File: config.mk
export PLATFORM = sky130hd
export DESIGN_NAME = hazard_forward_sb
export DESIGN_NICKNAME = d
export VERILOG_FILES = /design/src/rtl/hazard_pkg.sv /design/src/rtl/reg_scoreboard.sv /design/src/rtl/hazard_forward_sb.sv
export SDC_FILE = /design/constraint.sdc
export NUM_CORES = 1
export LEC_CHECK = 0
export CAP_MARGIN = 20
export CORE_MARGIN = 2
export CORE_UTILIZATION = 35
export CTS_CLUSTER_DIAMETER = 100
export DETAILED_ROUTE_END_ITERATION = 16
export MAX_ROUTING_LAYER = met4
export PLACE_DENSITY = 0.67
export SLEW_MARGIN = 20
export SYNTH_ARGS = -nofsm -noshare
export SYNTH_HDL_FRONTEND = slang
export SYNTH_SLANG_ARGS = --single-unit
export TNS_END_PERCENT = 20
File: constraint.sdc
create_clock -name i_clk -period 5 [get_ports i_clk]
set_clock_uncertainty 0.2 [all_clocks]
set_input_delay 1 -clock i_clk [delete_from_list [all_inputs] [get_ports i_clk]]
set_output_delay 1 -clock i_clk [all_outputs]
set_load 0.05 [all_outputs]
File: src/rtl/hazard_pkg.sv
// rtl/hazard_pkg.sv - shared types for the hazard/forwarding controller
// Purpose: EX operand forwarding select encoding used by the controller and
//          by the EX-stage operand muxes.
// Ports:   none (package).
package hazard_pkg;

  typedef enum logic [1:0] {
    FWD_NONE = 2'b00,
    FWD_DM   = 2'b01,
    FWD_WB   = 2'b10,
    FWD_RSV  = 2'b11
  } fwd_sel_e;

endpackage

File: src/rtl/reg_scoreboard.sv
// rtl/reg_scoreboard.sv - pending-write scoreboard for long-latency units
// Purpose: one pending bit per architectural register, outstanding-op count
//          and a sticky error for inconsistent completions.
// Ports:   clk/rst (async active-high), set_en/set_rd (issue),
//          clr_en/clr_rd (completion), q_rs1/q_rs2/q_rd query addresses with
//          matching *_pend results, full, pend_cnt, sb_err.
module reg_scoreboard
  import hazard_pkg::*;
#(
  parameter int NUM_REGS = 32,
  parameter int MAX_PEND = 4,
  localparam int RA_W = $clog2(NUM_REGS),
  localparam int PC_W = $clog2(MAX_PEND + 1)
) (
  input  logic            clk,
  input  logic            rst,
  input  logic            set_en,
  input  logic [RA_W-1:0] set_rd,
  input  logic            clr_en,
  input  logic [RA_W-1:0] clr_rd,
  input  logic [RA_W-1:0] q_rs1,
  input  logic [RA_W-1:0] q_rs2,
  input  logic [RA_W-1:0] q_rd,
  output logic            q_rs1_pend,
  output logic            q_rs2_pend,
  output logic            q_rd_pend,
  output logic            full,
  output logic [PC_W-1:0] pend_cnt,
  output logic            sb_err
);

  localparam logic [PC_W-1:0] MAX_C = PC_W'(MAX_PEND);

  logic [NUM_REGS-1:0] pend_q, pend_nxt;
  logic [PC_W-1:0]     cnt_q, cnt_nxt;
  logic                err_q, err_evt;
  logic                set_v, clr_v, clr_ok;

  // x0 is never tracked, so its bit stays clear and it never queries pending
  assign set_v  = set_en & (set_rd != '0);
  assign clr_v  = clr_en & (clr_rd != '0);
  assign clr_ok = clr_v & pend_q[clr_rd];

  always_comb begin
    pend_nxt = pend_q;
    cnt_nxt  = cnt_q;
    err_evt  = clr_v & ~pend_q[clr_rd];
    // clear before set so an issue and completion to the same register
    // leaves the bit set (the new op is still outstanding)
    if (clr_ok) pend_nxt[clr_rd] = 1'b0;
    if (set_v)  pend_nxt[set_rd] = 1'b1;
    if (set_v && !clr_ok) begin
      if (cnt_q == MAX_C) err_evt = 1'b1;
      else                cnt_nxt = cnt_q + PC_W'(1);
    end else if (!set_v && clr_ok) begin
      cnt_nxt = cnt_q - PC_W'(1);
    end
  end

  always_ff @(posedge clk or posedge rst) begin
    if (rst) begin
      pend_q <= '0;
      cnt_q  <= '0;
      err_q  <= 1'b0;
    end else begin
      pend_q <= pend_nxt;
      cnt_q  <= cnt_nxt;
      if (err_evt) err_q <= 1'b1;
    end
  end

  assign q_rs1_pend = pend_q[q_rs1];
  assign q_rs2_pend = pend_q[q_rs2];
  assign q_rd_pend  = pend_q[q_rd];
  assign full       = (cnt_q == MAX_C);
  assign pend_cnt   = cnt_q;
  assign sb_err     = err_q;

endmodule

File: src/rtl/hazard_forward_sb.sv
// rtl/hazard_forward_sb.sv - 5-stage pipeline hazard, forwarding and scoreboard control
// Purpose: detects RAW hazards against EX/DM and long-latency ops, drives
//          PC/IF-ID/ID-EX stall and clear, EX operand forwarding selects and
//          a saturating stall-cycle counter.
// Ports:   i_clk, i_reset (async active-high); ID fields (rs1/rs2/rd, used,
//          reg_wr, is_long, branch/jalr/taken); EX/DM/WB dest and write
//          enables; long issue/done; outputs o_stall_pc_if, o_stall_if_id,
//          o_clear_if_id, o_clear_id_ex, o_rs1_sel, o_rs2_sel, o_pend_cnt,
//          o_sb_err, o_stall_cnt.
module hazard_forward_sb
  import hazard_pkg::*;
#(
  parameter int NUM_REGS    = 32,
  parameter int FWD_EN      = 1,
  parameter int MAX_PEND    = 4,
  parameter int STALL_CNT_W = 16,
  localparam int RA_W = $clog2(NUM_REGS),
  localparam int PC_W = $clog2(MAX_PEND + 1)
) (
  input  logic                   i_clk,
  input  logic                   i_reset,
  input  logic [RA_W-1:0]        i_rs1_addr_id,
  input  logic [RA_W-1:0]        i_rs2_addr_id,
  input  logic [RA_W-1:0]        i_rd_addr_id,
  input  logic                   i_rs1_used_id,
  input  logic                   i_rs2_used_id,
  input  logic                   i_reg_wr_id,
  input  logic                   i_is_long_id,
  input  logic                   i_opcode_is_branch,
  input  logic                   i_opcode_is_jalr,
  input  logic                   i_branch_taken,
  input  logic [RA_W-1:0]        i_rs1_addr_ex,
  input  logic [RA_W-1:0]        i_rs2_addr_ex,
  input  logic [RA_W-1:0]        i_rd_addr_ex,
  input  logic [RA_W-1:0]        i_rd_addr_dm,
  input  logic [RA_W-1:0]        i_rd_addr_wb,
  input  logic                   i_reg_wr_ex,
  input  logic                   i_reg_wr_dm,
  input  logic                   i_reg_wr_wb,
  input  logic                   i_is_load_ex,
  input  logic                   i_long_issue_ex,
  input  logic                   i_long_done,
  input  logic [RA_W-1:0]        i_long_done_rd,
  output logic                   o_stall_pc_if,
  output logic                   o_stall_if_id,
  output logic                   o_clear_if_id,
  output logic                   o_clear_id_ex,
  output fwd_sel_e               o_rs1_sel,
  output fwd_sel_e               o_rs2_sel,
  output logic [PC_W-1:0]        o_pend_cnt,
  output logic                   o_sb_err,
  output logic [STALL_CNT_W-1:0] o_stall_cnt
);

  logic rs1_v, rs2_v, rd_v;
  logic raw_ex, raw_dm;
  logic pipe_stall, br_stall, issue_hit, sb_stall, stall;
  logic q_rs1_pend, q_rs2_pend, q_rd_pend, sb_full;
  logic [STALL_CNT_W-1:0] stall_cnt_q;

  function automatic fwd_sel_e fwd_pick(input logic [RA_W-1:0] src);
    if (src == '0)                               return FWD_NONE;
    else if (i_reg_wr_dm && src == i_rd_addr_dm) return FWD_DM;
    else if (i_reg_wr_wb && src == i_rd_addr_wb) return FWD_WB;
    else                                         return FWD_NONE;
  endfunction

  reg_scoreboard #(
    .NUM_REGS (NUM_REGS),
    .MAX_PEND (MAX_PEND)
  ) u_sb (
    .clk        (i_clk),
    .rst        (i_reset),
    .set_en     (i_long_issue_ex),
    .set_rd     (i_rd_addr_ex),
    .clr_en     (i_long_done),
    .clr_rd     (i_long_done_rd),
    .q_rs1      (i_rs1_addr_id),
    .q_rs2      (i_rs2_addr_id),
    .q_rd       (i_rd_addr_id),
    .q_rs1_pend (q_rs1_pend),
    .q_rs2_pend (q_rs2_pend),
    .q_rd_pend  (q_rd_pend),
    .full       (sb_full),
    .pend_cnt   (o_pend_cnt),
    .sb_err     (o_sb_err)
  );

  // only real, non-x0 operands of the ID instruction can hazard
  assign rs1_v = i_rs1_used_id & (i_rs1_addr_id != '0);
  assign rs2_v = i_rs2_used_id & (i_rs2_addr_id != '0);
  assign rd_v  = i_reg_wr_id   & (i_rd_addr_id  != '0);

  assign raw_ex = i_reg_wr_ex & ((rs1_v & (i_rs1_addr_id == i_rd_addr_ex)) |
                                 (rs2_v & (i_rs2_addr_id == i_rd_addr_ex)));
  assign raw_dm = i_reg_wr_dm & ((rs1_v & (i_rs1_addr_id == i_rd_addr_dm)) |
                                 (rs2_v & (i_rs2_addr_id == i_rd_addr_dm)));

  assign pipe_stall = (FWD_EN != 0) ? (raw_ex & i_is_load_ex) : (raw_ex | raw_dm);

  // branches resolve in ID, so EX/DM results cannot be forwarded to them
  assign br_stall = (i_opcode_is_branch | i_opcode_is_jalr) & (raw_ex | raw_dm);

  // the pending bit for an op issuing this cycle is not yet visible
  assign issue_hit = i_long_issue_ex & (i_rd_addr_ex != '0) &
                     ((rs1_v & (i_rs1_addr_id == i_rd_addr_ex)) |
                      (rs2_v & (i_rs2_addr_id == i_rd_addr_ex)) |
                      (rd_v  & (i_rd_addr_id  == i_rd_addr_ex)));

  assign sb_stall = (rs1_v & q_rs1_pend) | (rs2_v & q_rs2_pend) | (rd_v & q_rd_pend) |
                    issue_hit | (i_is_long_id & sb_full);

  assign stall = ~i_reset & (pipe_stall | br_stall | sb_stall);

  assign o_stall_pc_if = stall;
  assign o_stall_if_id = stall;
  assign o_clear_id_ex = stall;
  // a stalled branch is re-evaluated next cycle, so no redirect flush yet
  assign o_clear_if_id = ~i_reset & i_branch_taken & ~stall;

  assign o_rs1_sel = (i_reset || FWD_EN == 0) ? FWD_NONE : fwd_pick(i_rs1_addr_ex);
  assign o_rs2_sel = (i_reset || FWD_EN == 0) ? FWD_NONE : fwd_pick(i_rs2_addr_ex);

  always_ff @(posedge i_clk or posedge i_reset) begin
    if (i_reset)                            stall_cnt_q <= '0;
    else if (stall && stall_cnt_q != '1)    stall_cnt_q <= stall_cnt_q + STALL_CNT_W'(1);
  end

  assign o_stall_cnt = stall_cnt_q;

endmodule

After elaboration in Yosys (flattened, before gate mapping)
Index checks and enable logic that the tools add are counted.
{"block": "totals", "regBits": 52, "inputBits": 60, "out_inout_bits": 28, "word_cells": 114}
{"block": "op_classes", "add_sub_neg": 3, "n_lt_le_gt_ge": 7, "eq_ne": 12, "muxes": 27, "bitwise_logic": 41, "n_reduce_logical": 20}
{"op": "2-to-1 mux 32 bit", "n": 2}
{"op": "equality test 5 bit", "n": 9}
{"op": "AND 32 bit", "n": 1}
{"op": "inverter 32 bit", "n": 1}
{"op": "bitwise OR 32 bit", "n": 1}
{"op": "< comparator 5 x 6 -> 1 bit (second input constant)", "n": 5}
{"op": "nonzero test 5 bit", "n": 5}
{"op": "AND 1 bit", "n": 24}
{"op": "binary-select mux 1 bit (select 5 bit)", "n": 4}
{"op": "adder 16 x 1 -> 16 bit (second input constant)", "n": 1}
{"op": "2-to-1 mux 2 bit", "n": 8}
{"op": "inequality test 16 bit (second input constant)", "n": 1}
{"op": "bitwise OR 1 bit", "n": 11}
{"op": "demux 1 bit (select 5 bit)", "n": 2}
{"op": "greater-or-equal comparator 5 x 1 -> 1 bit (second input constant)", "n": 2}
{"op": "logical NOT 5 bit", "n": 2}
{"op": "logical AND 1 bit", "n": 9}
{"op": "2-to-1 mux 3 bit", "n": 3}
{"op": "2-to-1 mux 1 bit", "n": 8}
{"op": "adder 3 x 1 -> 3 bit (second input constant)", "n": 1}
{"op": "equality test 3 bit (second input constant)", "n": 1}
{"op": "inverter 1 bit", "n": 3}
{"op": "subtractor 3 x 1 -> 3 bit (second input constant)", "n": 1}
{"op": "logical NOT 1 bit", "n": 2}
{"op": "other kinds (3)", "n": 3}

Logic depth before layout (Yosys ltp)
Gate-level depths: netlist of the first run.
{"block": "logic_depth", "depth_word": 12, "ltp_mapped": 12, "ltp_nobuf": 9}

By module
A second synthesis of the first run with hierarchy kept.
{"block": "unflattened", "cells_unflattened": 413, "area_unflattened_um2": 4395.5}
{"mod": "reg_scoreboard", "instances": 1, "cells_per_inst": 244, "area_each_um2": 2841.5}
{"mod": "hazard_forward_sb", "instances": 1, "cells_per_inst": 169, "area_each_um2": 1554.0}

Worst setup path after synthesis of the first run
No wires, ideal clock.
{"block": "synth_path", "kind": "input to output", "startpoint": "input i_rd_addr_id[0]", "endpoint": "output o_stall_if_id", "arrival_time_ps": 3445, "t_required_ps": 3800, "path_slack_ps": 355, "stages": 10, "cell_sequence": "buf_2 buf_2 mux2i_1 o22ai_1 o311ai_0 nor3_1 nor4_4 buf_6 nor2_1 buf_4"}
{"block": "synth_via", "elab_chain_cells": 9}
{"element": "start: declaration", "line": "hazard_forward_sb.sv:24", "source": "input logic [RA_W-1:0] i_rd_addr_id,"}
{"element": "parallel branches: the longest is 5 deep, another holds binary-select mux 1 bit (select 5 bit)"}
{"element": "bitwise OR 1 bit (*)", "line": "hazard_forward_sb.sv:110", "source": "assign sb_stall = (rs1_v & q_rs1_pend) | (rs2_v & q_rs2_pend) | (rd_v & q_rd_pend) |"}
{"element": "bitwise OR 1 bit (*)", "line": "hazard_forward_sb.sv:111", "source": "issue_hit | (i_is_long_id & sb_full);"}
{"element": "bitwise OR 1 bit (*)", "line": "hazard_forward_sb.sv:113", "source": "assign stall = ~i_reset & (pipe_stall | br_stall | sb_stall);"}
{"element": "AND 1 bit (*)", "line": "hazard_forward_sb.sv:113"}
{"element": "end: declaration", "line": "hazard_forward_sb.sv:45", "source": "output logic o_stall_if_id,"}
Every way passes the cells marked *. The select of a mux whose other input is x is not followed.

Final worst setup path of the first run
{"block": "layout_path", "startpoint": "input i_rs1_addr_id[1]", "endpoint": "output o_clear_if_id"}
{"block": "layout_via", "elab_chain_cells": 12}
{"element": "start: declaration", "line": "hazard_forward_sb.sv:22", "source": "input logic [RA_W-1:0] i_rs1_addr_id,"}
{"element": "parallel branches: the longest is 8 deep, another holds binary-select mux 1 bit (select 5 bit)"}
{"element": "bitwise OR 1 bit (*)", "line": "hazard_forward_sb.sv:113"}
{"element": "AND 1 bit (*)", "line": "hazard_forward_sb.sv:113"}
{"element": "inverter 1 bit (*)", "line": "hazard_forward_sb.sv:119", "source": "assign o_clear_if_id = ~i_reset & i_branch_taken & ~stall;"}
{"element": "AND 1 bit (*)", "line": "hazard_forward_sb.sv:119"}
{"element": "end: declaration", "line": "hazard_forward_sb.sv:46", "source": "output logic o_clear_if_id,"}
Marks and branches as above.

==> results.txt, run 1 <==
----------------------------------------------------
[Worst setup path]
  Critical Path AT ... 3.69 ns
  CP Data Required Time ... 3.80 ns
  Crit end category ... primary output
  Startpoint Class ... input pin
  Critical path class ... in2out
  Maximum fanout along the worst path ... 10

[Floorplan]
  Area enclosed by the die boundary ... 0.0129 mm²
  Floorplan die width ... 114 µm
  Core area ... 0.0119 mm²
  Standard-cell row count ... 40
  Die Height ... 114 µm
  Number of top-level pins ... between 80 and 90
  Effective utilization at floorplan ... 35.5%

[Power]
  Reported net switching power ... 724 µW
  Net switching fraction of the power ... 39.7%
  Share of power burned in registers ... a little under two fifths
  Standby leakage power ... 0.00208 µW
  Worst vdd ir ... roughly 160 µV
  Total design power ... 1820 µW
  Power Dens Cells ... 335 mW/mm²
  Part of the total power dissipated in the clock network ... 19.1%
  Comb pwr share ... around 43%
  Internal Dissipation ... ~1100 µW

[Logic synthesis]
  Share of the synthesized area in compound gates (AO/OA/AOI/OAI) ... roughly an eighth
  Number of warnings reported in the yosys synthesis log ... 0
  Portion of the post-synthesis area used by sequential elements ... 30.9%
  Synthesized-area fraction occupied by adder cells ... 0.773%
  Main flop type after synthesis ... sky130_fd_sc_hd__dfrtp_1
  Number of distinct standard cells referenced by the synthesized netlist ... 55
  Post-synthesis xor/xnor area fraction ... between 10% and 20%
  Leading area contributor after synthesis ... sky130_fd_sc_hd__dfrtp_1
  Multiplexer area fraction after synthesis ... ~20%
  Area share of the leading cell type in the synthesized netlist ... 30.9%
  Summed instance area of the synthesized netlist ... 0.00421 mm²
  Syn Nets ... 495
  Gate count of the mapped netlist ... 433
  Dominant cells by area after synthesis ... sky130_fd_sc_hd__dfrtp_1 (31%), sky130_fd_sc_hd__mux4_2 (13%), sky130_fd_sc_hd__o21ai_0 (7.7%)
  Combinational family with the most area after synthesis ... multiplexers
  Count of state elements after synthesis ... 52
  Number of enable-type register cells in the synthesized netlist ... 0
  Share of synthesized flip-flops with an asynchronous set or reset ... 100%
  Simple-gate share of the synthesized area ... 19.1%
  Synthesized area divided by synthesized cell count ... ~10 µm²

[Global routing]
  Wire length of the first global-routing pass ... around 20,000 µm
  Overall fraction of global-route tracks in use ... 20.2%
  Antenna violations before repair ... 0
  Via count of the first global-routing pass ... 3,915
  Largest net degree at the start of global routing ... 47
  Overflow left after global routing ... 0

[Place]
  Routability congestion estimate from global placement ... a little over 0.9
  Number of buffer cells added on primary ports ... between 80 and 90
  Number of cells in the design after placement ... 657
  DPL Wire Length ... 9810 µm

[CTS]
  Number of buffers inserted for hold repair after clock tree synthesis ... 0
  CTS Buf Count ... 5
  Clock sinks ... 52
  Number of post-CTS setup repair buffers ... 0
  Root Driver ... sky130_fd_sc_hd__clkbuf_16
  Clock transition at the registers of the reported paths ... 0.07 ns
  Worst-Skew Late Latency ... 0.29 ns
  Number of H-tree levels ... 2
  Maximum buffer depth of the clock tree ... 2
  TritonCTS clock tree ... done
  Cts repair resizes ... 0

[Finish]
  Post-layout nets ... 579
  Multi-input gate area ... 0.00272 mm²
  Share of post-route cells with drive strength above 1 ... a little over an eighth
  Fraction of the core area covered by cells at the end of the flow ... a little under half
  Antenna cell count ... 0
  Footprint of the flip-flops and latches ... between 0.001 and 0.0015 mm²
  Final std cells w/o fill ... between 600 and 700
  Synthesis-to-layout area growth ... 29.3%
  Layout fillers ... 1,070

[Timing]
  Final hold violations ... 0
  Setup repair after global routing missed its margin ... no
  Final worst-path cycle share ... 97.7%
  Final number of max-transition violations ... 0
  Count of endpoints failing setup in the final report ... 0
  Setup tns final ... 0 ns
  Worst slew pin tran ... 0.705 ns
  Maximum clock frequency ... approximately 200 MHz
  Worst max-slew margin expressed relative to the limit ... 52.7%
  Min Tclk post-route ... 4.89 ns

[Routing]
  Total Routed Length ... ~13,000 µm
  Wire length per cell after detailed routing ... 19.4 µm
  Via total after detailed routing ... 3,964
  Via-per-instance ratio ... between 5 and 6
  ANT nets after route ... 0
  Violation count after the first detailed-routing iteration ... 388
  Detailed-router iteration count before antenna repair ... 5
  Total DRC errors in the routed layout ... 0

[Hold path]
  HP Class ... reg2reg

[Flow run]
  Number of maximum-capacitance constraint violations ... 0

[Status]
  Run status ... finished clean

----------------------------------------------------
[flip-flops by register name (all words and copies together), names as in the netlist]
signal / flops
u_sb.sb_err: 1
u_sb.pend_q: 32
u_sb.pend_cnt: 3
o_stall_cnt: 16
[path summary, 6_finish.rpt]
path / startpoint / end / slack (ns) / cells after the start
max in group asynchronous: i_reset / u_sb.pend_q[6] / 2.85 / 3
min: u_sb.pend_q[0] / u_sb.pend_q[0] / 0.29 / 0
min reg2reg: u_sb.pend_q[0] / u_sb.pend_q[0] / 0.29 / 0
min in group asynchronous: i_reset / o_stall_cnt[0] / 0.94 / 2
max: i_rs1_addr_id[1] / o_clear_if_id / 0.11 / 10
max reg2reg: u_sb.pend_q[31] / u_sb.pend_cnt[2] / 1.78 / 9
[cells in the final DEF, fill, tap and decap left out, drive strengths merged, types with 3 or more instances in the layout]
cell and n:
nor2b 5, xnor2 20, nand2b 11, mux2 8, mux4 25, and3 4, o21ai 67, inv 9
or4 5, mux2i 19, nor3 9, dfrtp 52, nor2 14, o22ai 8, nand4 8, nand2 24
clkdlybuf4s50 83, or2 3, buf 25, nor4 14, xor2 36, nor4b 7, nand3 17, nand3b 6
clkbuf 7
[synthesized netlist by cell type, drive strengths merged, types with 8 or more instances]
master	count
nand2	24
nand3	17
mux4	25
nor3	9
nand4	8
nor4	14
o21ai	67
nand2b	11
mux2	8
inv	9
clkbuf	18
xor2	36
xnor2	20
o22ai	8
dfrtp	52
buf	13
mux2i	19
nor2	14
[area by class of cell]
| type | count | share of cell area [%] |
|---|---|---|
| clock buffers | 7 | 2.62 |
| clock inverters | 1 | 0.138 |
| well taps | 147 | 3.38 |
| flip-flops and latches | 52 | 23.9 |
| repair buffers | 108 | 19.4 |
| multi-input cells | 341 | 49.9 |
| inverters | 9 | 0.621 |
[layer usage]
| layer | track usage [%] | wire, µm | vias up |
|---|---|---|---|
| li1 | - | - | 1791 |
| met1 | 26.6 | 5470 | 1947 |
| met2 | 33.4 | 6130 | 203 |
| met3 | 2.02 | 1040 | 23 |
| met4 | 5.93 | 245 | 0 |
| met5 | - | 0 | - |
[power by group through the flow]
stage | logic, µW | registers (µW) | clock network [µW]
after detailed placement | 785 | 683 | 0
after floorplan | 433 | 747 | 0
after CTS | 788 | 676 | 354
after global routing | 842 | 695 | 374
final | 790 | 685 | 348
after global placement | 770 | 680 | 0
[worst max-delay path, stage by stage]
cell	delay [ns]
sky130_fd_sc_hd__clkdlybuf4s50_1	0.51
sky130_fd_sc_hd__buf_12	0.16
sky130_fd_sc_hd__mux4_2	0.49
sky130_fd_sc_hd__nor2b_1	0.14
sky130_fd_sc_hd__a2111oi_1	0.51
sky130_fd_sc_hd__a311oi_1	0.10
sky130_fd_sc_hd__o21a_1	0.15
sky130_fd_sc_hd__nor4_4	0.22
sky130_fd_sc_hd__and3_1	0.26
sky130_fd_sc_hd__buf_12	0.15
[cells by family (layout without fill, tap and decap cells)]
group	Yosys count	count (layout)
fa+ha+maj	2	2
buf+inv	40	125
simple gates	138	138
mux	52	52
flops	52	52
compound gates	93	93
xor+xnor	56	56
[per-stage QoR]
| stage | cell area [µm²] | hold WS, ns | worst slack (ns) |
|---|---|---|---|
| global placement | 5290 | 0.257 | 0.0769 |
| finish | 5440 | 0.287 | 0.114 |
| floorplan | 4210 | 0.278 | 0.355 |
| global route | 5440 | 0.315 | 0.0151 |
| detailed placement | 5290 | 0.265 | 0.0223 |
| CTS | 5440 | 0.279 | 0.0171 |
Power figures use the tool's default switching activity.
==> run 2: changes to the inputs <==
--- a/config.mk
+++ b/config.mk
@@ -12,7 +12,7 @@
 export DETAILED_ROUTE_END_ITERATION = 16
 export MAX_ROUTING_LAYER = met4
 export PLACE_DENSITY = 0.67
-export SLEW_MARGIN = 20
+export SLEW_MARGIN = 40
 export SYNTH_ARGS = -nofsm -noshare
 export SYNTH_HDL_FRONTEND = slang
 export SYNTH_SLANG_ARGS = --single-unit
==> run 2 against run 1 <==
Hold slack worse by 0.0045 ns. Sequential power about the same. Global-route usage rose by 0.39 points. Critical path type unchanged.
==> results.txt, run 2 (synthesis results as in run 1) <==
----------------------------------------------------
[Finish]
  Largest Register ... u_sb.pend_q
  Most common cell after layout, fill and taps aside ... sky130_fd_sc_hd__clkdlybuf4s50_1
  Post-layout nets ... 579 (unchanged)
  Synthesis-to-layout area growth ... 28.9%
  Antenna cell count ... 0 (unchanged)
  Share of post-route cells with drive strength above 1 ... 13.2% (-0.17 points)
  Commonest cells after routing, fill and taps aside ... sky130_fd_sc_hd__clkdlybuf4s50_1 (83), sky130_fd_sc_hd__o21ai_0 (65), sky130_fd_sc_hd__dfrtp_1 (52)
  Largest register FFs ... 32 (unchanged)

[Routing]
  Violation count after the first detailed-routing iteration ... 376 (-3.1%)
  Total Routed Length ... 13,000 µm (+0.52%)
  Via total after detailed routing ... 3,986 (+0.55%)
  Via-per-instance ratio ... 6.00 (+0.71%)
  Total DRC errors in the routed layout ... 0 (unchanged)
  Wire length per cell after detailed routing ... 19.5 µm (+0.67%)
  Detailed-router iteration count before antenna repair ... 5 (unchanged)
  ANT nets after route ... 0 (unchanged)

[Place]
  Number of buffer cells added on primary ports ... 87 (unchanged)
  Routability congestion estimate from global placement ... 0.933 (unchanged)
  Worst slack, placed ... 0.0165 ns (-0.00577 ns)
  DPL Wire Length ... 9850 µm (+0.48%)

[Floorplan]
  Die Height ... 114 µm (unchanged)
  Standard-cell row count ... 40 (unchanged)
  Number of top-level pins ... 88 (unchanged)
  Effective utilization at floorplan ... 35.5% (unchanged)
  Core area ... 0.0119 mm² (unchanged)
  Area enclosed by the die boundary ... 0.0129 mm² (unchanged)
  Floorplan die width ... 114 µm (unchanged)

[CTS]
  Number of buffers inserted for hold repair after clock tree synthesis ... 0 (unchanged)
  Number of H-tree levels ... 2 (unchanged)
  Root Driver ... sky130_fd_sc_hd__clkbuf_16
  CTS Buf Count ... 5 (unchanged)
  Clock sinks ... 52 (unchanged)
  TritonCTS clock tree ... done
  Worst-Skew Late Latency ... 0.29 ns (about the same)
  Number of post-CTS setup repair buffers ... 0 (unchanged)
  Maximum buffer depth of the clock tree ... 2 (unchanged)
  Cts repair resizes ... 0 (unchanged)
  Clock transition at the registers of the reported paths ... 0.06 ns (about the same)

[Timing]
  Min Tclk post-route ... 4.88 ns (-0.00404 ns)
  Final number of max-transition violations ... 0 (unchanged)
  Setup repair after global routing missed its margin ... no
  Worst slew pin tran ... 0.704 ns (-0.00118 ns)
  Final hold violations ... 0 (unchanged)
  Worst-case setup margin in the final layout ... 0.118 ns (+0.00404 ns)
  Final worst-path cycle share ... 97.6% (about the same)
  Setup tns final ... 0 ns (unchanged)
  Count of endpoints failing setup in the final report ... 0 (unchanged)
  Maximum clock frequency ... 205 MHz (about the same)
  Worst max-slew margin expressed relative to the limit ... 52.8% (+0.079 points)

[Flow run]
  Number of maximum-capacitance constraint violations ... 0 (unchanged)

[Worst setup path]
  Critical path class ... in2out
  CP Data Required Time ... 3.80 ns (about the same)
  Delay contributed by the slowest stage of the critical path ... 0.51 ns (about the same)
  Startpoint Class ... input pin
  Critical Path Most Common Cell ... sky130_fd_sc_hd__buf_12
  Maximum fanout along the worst path ... 10 (unchanged)
  Critical Path AT ... 3.68 ns (about the same)
  Launch point of the worst reg-to-reg path ... u_sb.pend_q[18]
  First element of the critical path ... i_rs1_addr_id[1]
  Crit end category ... primary output
  Cell with the largest stage delay on the worst path ... sky130_fd_sc_hd__clkdlybuf4s50_1
  Worst-path cell chain ... clkdlybuf4s50_1 -> buf_12 -> mux4_2 -> nor2b_1 -> a2111oi_1 -> a311oi_1 -> o21a_1 -> nor4_4 -> and3_1 -> buf_12

[Power]
  Standby leakage power ... 0.00207 µW (-0.17%)
  Worst vdd ir ... 156 µV (-3.0%)
  Power Dens Cells ... 331 mW/mm² (-1.2%)
  Total design power ... 1800 µW (-1.5%)

[Global routing]
  Overflow left after global routing ... 0 (unchanged)
  Wire length of the first global-routing pass ... 20,600 µm (+2.0%)
  Antenna violations before repair ... 0 (unchanged)
  Overall fraction of global-route tracks in use ... 20.6% (+0.39 points)
  Largest net degree at the start of global routing ... 47 (unchanged)
  Via count of the first global-routing pass ... 3,981 (+1.7%)

[Hold path]
  HP Class ... reg2reg
  Launch point of the worst hold path ... u_sb.pend_q[0]

[Status]
  Run status ... finished clean

----------------------------------------------------
==> run 2: changes by cell type in the layout (fill, tap and decap cells not counted) <==
cell	delta
sky130_fd_sc_hd__clkinv_2	+1
sky130_fd_sc_hd__clkbuf_8	-1
sky130_fd_sc_hd__clkinvlp_4	-1
==> run 2: path summary, 6_finish.rpt <==
path                                    endpoint  slack (ns)  cells after the start
worst min-delay path              u_sb.pend_q[0]        0.28                      0
max in group asynchronous         u_sb.pend_q[8]        2.84                      3
min in group asynchronous         o_stall_cnt[2]        0.94                      2
worst max register to register  u_sb.pend_cnt[2]        1.80                      9
worst max-delay path               o_clear_if_id        0.12                     10
worst min register to register    u_sb.pend_q[0]        0.28                      0
==> run 2: critical path, delay by kind of cell <==
family	cells	cell delay [ns]
buf+inv	3	0.82
simple gates	3	0.62
mux	1	0.49
compound gates	3	0.75
==> run 2: metal layers <==
layer / routed length (µm) / GRT usage, %
met5: 0 / -
met4: 271 / 6.83
met3: 994 / 2.39
met2: 6250 / 33.7
met1: 5440 / 26.9
==> run 2: stage by stage <==
step / std cells / util, % / hold WS (ns) / instance area (µm²)
after floorplan: 433 / - / 0.278 / 4210
after global placement: 657 / 44.6 / 0.257 / 5290
after detailed placement: 657 / 44.6 / 0.264 / 5290
after CTS: 664 / 45.7 / 0.279 / 5420
after global routing: 664 / 45.7 / 0.310 / 5430
final: 664 / 45.7 / 0.283 / 5430
==> run 2: layout make-up <==
cell class | count | area [µm²]
Sequential cell | 52 | 1300
Timing Repair Buffer | 108 | 1060
Tap cell | 147 | 184
Inverter | 9 | 33.8
Clock buffer | 6 | 129
Clock inverter | 1 | 5.00
Fill cell | 1107 | 6440
Multi-Input combinational cell | 341 | 2720
==> run 2: where the power goes <==
part	switching (µW)	internal [µW]	total [µW]
logic	415	374	789
registers	161	525	687
clock network	138	182	320
==> run 3: changes to the inputs <==
--- a/config.mk
+++ b/config.mk
@@ -8,9 +8,9 @@
 export CAP_MARGIN = 20
 export CORE_MARGIN = 2
 export CORE_UTILIZATION = 35
+export CTS_BUF_LIST = sky130_fd_sc_hd__clkbuf_4 sky130_fd_sc_hd__clkbuf_8
 export CTS_CLUSTER_DIAMETER = 100
 export DETAILED_ROUTE_END_ITERATION = 16
-export MAX_ROUTING_LAYER = met4
 export PLACE_DENSITY = 0.67
 export SLEW_MARGIN = 40
 export SYNTH_ARGS = -nofsm -noshare
==> run 3 against run 2 <==
Non-clock buffer count rose by 1. Routed wire length is 1.8% higher. Core utilization is 0.063 points lower. Total power shrank 1.1%. Critical path type unchanged. First-iteration DRC count is 2.4% higher. Cell count grew 0.30%. Critical path depth fell by 1. Setup slack better by 0.025 ns.
==> results.txt, run 3 (synthesis results as in run 1) <==
----------------------------------------------------
[Floorplan]
  Standard-cell row count ... 40 (unchanged)
  Floorplan die width ... 114 µm (unchanged)
  Core area ... 0.0119 mm² (unchanged)
  Area enclosed by the die boundary ... 0.0129 mm² (unchanged)
  Effective utilization at floorplan ... 35.5% (unchanged)
  Number of top-level pins ... 88 (unchanged)
  Die Height ... 114 µm (unchanged)

[Global routing]
  Antenna violations before repair ... 0 (unchanged)
  Overall fraction of global-route tracks in use ... 20.7% (+0.064 points)
  Overflow left after global routing ... 0 (unchanged)
  Wire length of the first global-routing pass ... 21,100 µm (+2.1%)
  Via count of the first global-routing pass ... 4,092 (+2.8%)
  Largest net degree at the start of global routing ... 47 (unchanged)

[Place]
  Number of cells in the design after placement ... 658 (+0.15%)
  DPL Wire Length ... 10,000 µm (+1.6%)
  Number of buffer cells added on primary ports ... 87 (unchanged)
  Worst slack, placed ... 0.0394 ns (+0.0229 ns)
  Routability congestion estimate from global placement ... 0.969 (+3.9%)

[Power]
  Standby leakage power ... 0.00208 µW (+0.32%)
  Internal Dissipation ... 1050 µW (-2.6%)
  Part of the total power dissipated in the clock network ... 16.7% (-1.1 points)
  Net switching fraction of the power ... 40.7% (+0.94 points)
  Share of power burned in registers ... 38.8% (+0.6 points)
  Power Dens Cells ... 328 mW/mm² (-0.96%)
  Worst vdd ir ... 132 µV (-15%)
  Reported net switching power ... 723 µW (+1.3%)
  Comb pwr share ... 44.5% (+0.6 points)

[Finish]
  Final std cells w/o fill ... 666 (+0.30%)
  Post-layout nets ... 580 (+0.17%)
  Layout fillers ... 1,110 (+0.27%)
  Fraction of the core area covered by cells at the end of the flow ... 45.7% (-0.063 points)
  Most common cell after layout, fill and taps aside ... sky130_fd_sc_hd__clkdlybuf4s50_1
  Share of post-route cells with drive strength above 1 ... 13.9% (+0.72 points)
  Largest register FFs ... 32 (unchanged)
  Largest Register ... u_sb.pend_q
  Synthesis-to-layout area growth ... 28.8%
  Commonest cells after routing, fill and taps aside ... sky130_fd_sc_hd__clkdlybuf4s50_1 (82), sky130_fd_sc_hd__o21ai_0 (65), sky130_fd_sc_hd__dfrtp_1 (52)
  Antenna cell count ... 0 (unchanged)

[Routing]
  Met1 Routed Length ... 5390 µm (-0.83%)
  Detailed-router iteration count before antenna repair ... 5 (unchanged)
  Total DRC errors in the routed layout ... 0 (unchanged)
  Violation count after the first detailed-routing iteration ... 385 (+2.4%)
  Via-per-instance ratio ... 5.96 (-0.73%)
  Detailed-routed wire length on met2 ... 6170 µm (-1.2%)
  Via total after detailed routing ... 3,969 (-0.43%)
  Wire length per cell after detailed routing ... 19.8 µm (+1.5%)
  Total Routed Length ... 13,200 µm (+1.8%)
  Sum of met3 wire segment lengths after detailed routing ... 1140 µm (+15%)
  ANT nets after route ... 0 (unchanged)
  Top Layer Used ... met4

[CTS]
  Clock transition at the registers of the reported paths ... 0.09 ns (+0.03 ns)
  CTS Buf Count ... 5 (unchanged)
  Number of buffers inserted for hold repair after clock tree synthesis ... 0 (unchanged)
  Number of H-tree levels ... 2 (unchanged)
  TritonCTS clock tree ... done
  Worst-Skew Late Latency ... 0.32 ns (+0.03 ns)
  Root Driver ... sky130_fd_sc_hd__clkbuf_8
  Maximum buffer depth of the clock tree ... 2 (unchanged)
  Clock sinks ... 52 (unchanged)

[Timing]
  Worst slew pin tran ... 0.723 ns (+0.0188 ns)
  Final number of max-transition violations ... 0 (unchanged)
  Worst-case setup margin in the final layout ... 0.143 ns (+0.0248 ns)
  Final worst-path cycle share ... 97.1% (-0.50 points)
  Worst max-slew margin expressed relative to the limit ... 51.6% (-1.3 points)
  Final hold violations ... 0 (unchanged)
  Maximum clock frequency ... 206 MHz (+0.51%)
  Setup tns final ... 0 ns (unchanged)
  Worst hold slack after final layout ... 0.288 ns (+0.00492 ns)
  Min Tclk post-route ... 4.86 ns (-0.0248 ns)
  Count of endpoints failing setup in the final report ... 0 (unchanged)
  Setup repair after global routing missed its margin ... no

[Worst setup path]
  Critical path class ... in2out
  Critical Path AT ... 3.66 ns (-0.02 ns)
  Startpoint Class ... input pin
  Launch point of the worst reg-to-reg path ... u_sb.pend_q[31]
  Crit end category ... primary output
  Maximum fanout along the worst path ... 7 (-3)
  First element of the critical path ... i_rs2_addr_id[1]
  CP Data Required Time ... 3.80 ns (about the same)

[Hold path]
  Launch point of the worst hold path ... o_stall_cnt[8]
  HP Class ... reg2reg

[Status]
  Run status ... finished clean

[Flow run]
  Number of maximum-capacitance constraint violations ... 0 (unchanged)

----------------------------------------------------
-- run 3: final cells by class --
| cell class | instances | area, µm² | area share, % |
|---|---|---|---|
| well taps | 147 | 184 | 3.39 |
| repair buffers | 109 | 1070 | 19.7 |
| flip-flops and latches | 52 | 1300 | 24.0 |
| clock inverters | 2 | 35.0 | 0.647 |
| clock buffers | 6 | 76.3 | 1.41 |
| inverters | 9 | 33.8 | 0.624 |
| multi-input cells | 341 | 2720 | 50.2 |
-- run 3: layer usage --
layer | vias up | global-route usage, %
met5 | - | 0
met4 | 0 | 10.4
met3 | 35 | 4.52
met2 | 210 | 33.3
met1 | 1932 | 26.3
li1 | 1792 | -
-- run 3: final timing paths --
check | cells past startpoint | to | slack [ns]
max in group asynchronous | 3 | u_sb.sb_err | 2.87
max | 9 | o_clear_if_id | 0.14
min in group asynchronous | 2 | o_stall_cnt[14] | 0.90
min reg2reg | 1 | o_stall_cnt[8] | 0.29
max reg2reg | 9 | u_sb.pend_cnt[2] | 1.78
min | 1 | o_stall_cnt[8] | 0.29
-- run 3: power groups by stage --
stage	clock [µW]	sequential, µW	combinational (µW)
2_1_floorplan	0	747	433
3_3_place_gp	0	681	769
3_5_place_dp	0	687	784
4_1_cts	304	679	788
5_1_grt	317	701	850
6_report	296	690	790
-- run 3: critical path, cell delays in order --
cell and delay [ns]:
sky130_fd_sc_hd__clkdlybuf4s50_1 0.57, sky130_fd_sc_hd__or2_2 0.41, sky130_fd_sc_hd__o41a_1 0.37, sky130_fd_sc_hd__and4_1 0.17, sky130_fd_sc_hd__o22ai_1 0.16, sky130_fd_sc_hd__nand4_1 0.17
sky130_fd_sc_hd__nor4_4 0.40, sky130_fd_sc_hd__and3_1 0.26, sky130_fd_sc_hd__buf_12 0.15
-- run 3: repair_timing --
action | in CTS | in global routing
buffers inserted | 0 | 0
setup endpoints to repair | 0 | 4
resized for setup | 0 | 3
-- run 3: metrics by stage --
stage,area (µm²),total power (µW)
2_1_floorplan,4210,1180
3_3_place_gp,5290,1450
6_report,5420,1780
5_1_grt,5420,1870
3_5_place_dp,5300,1470
4_1_cts,5410,1770
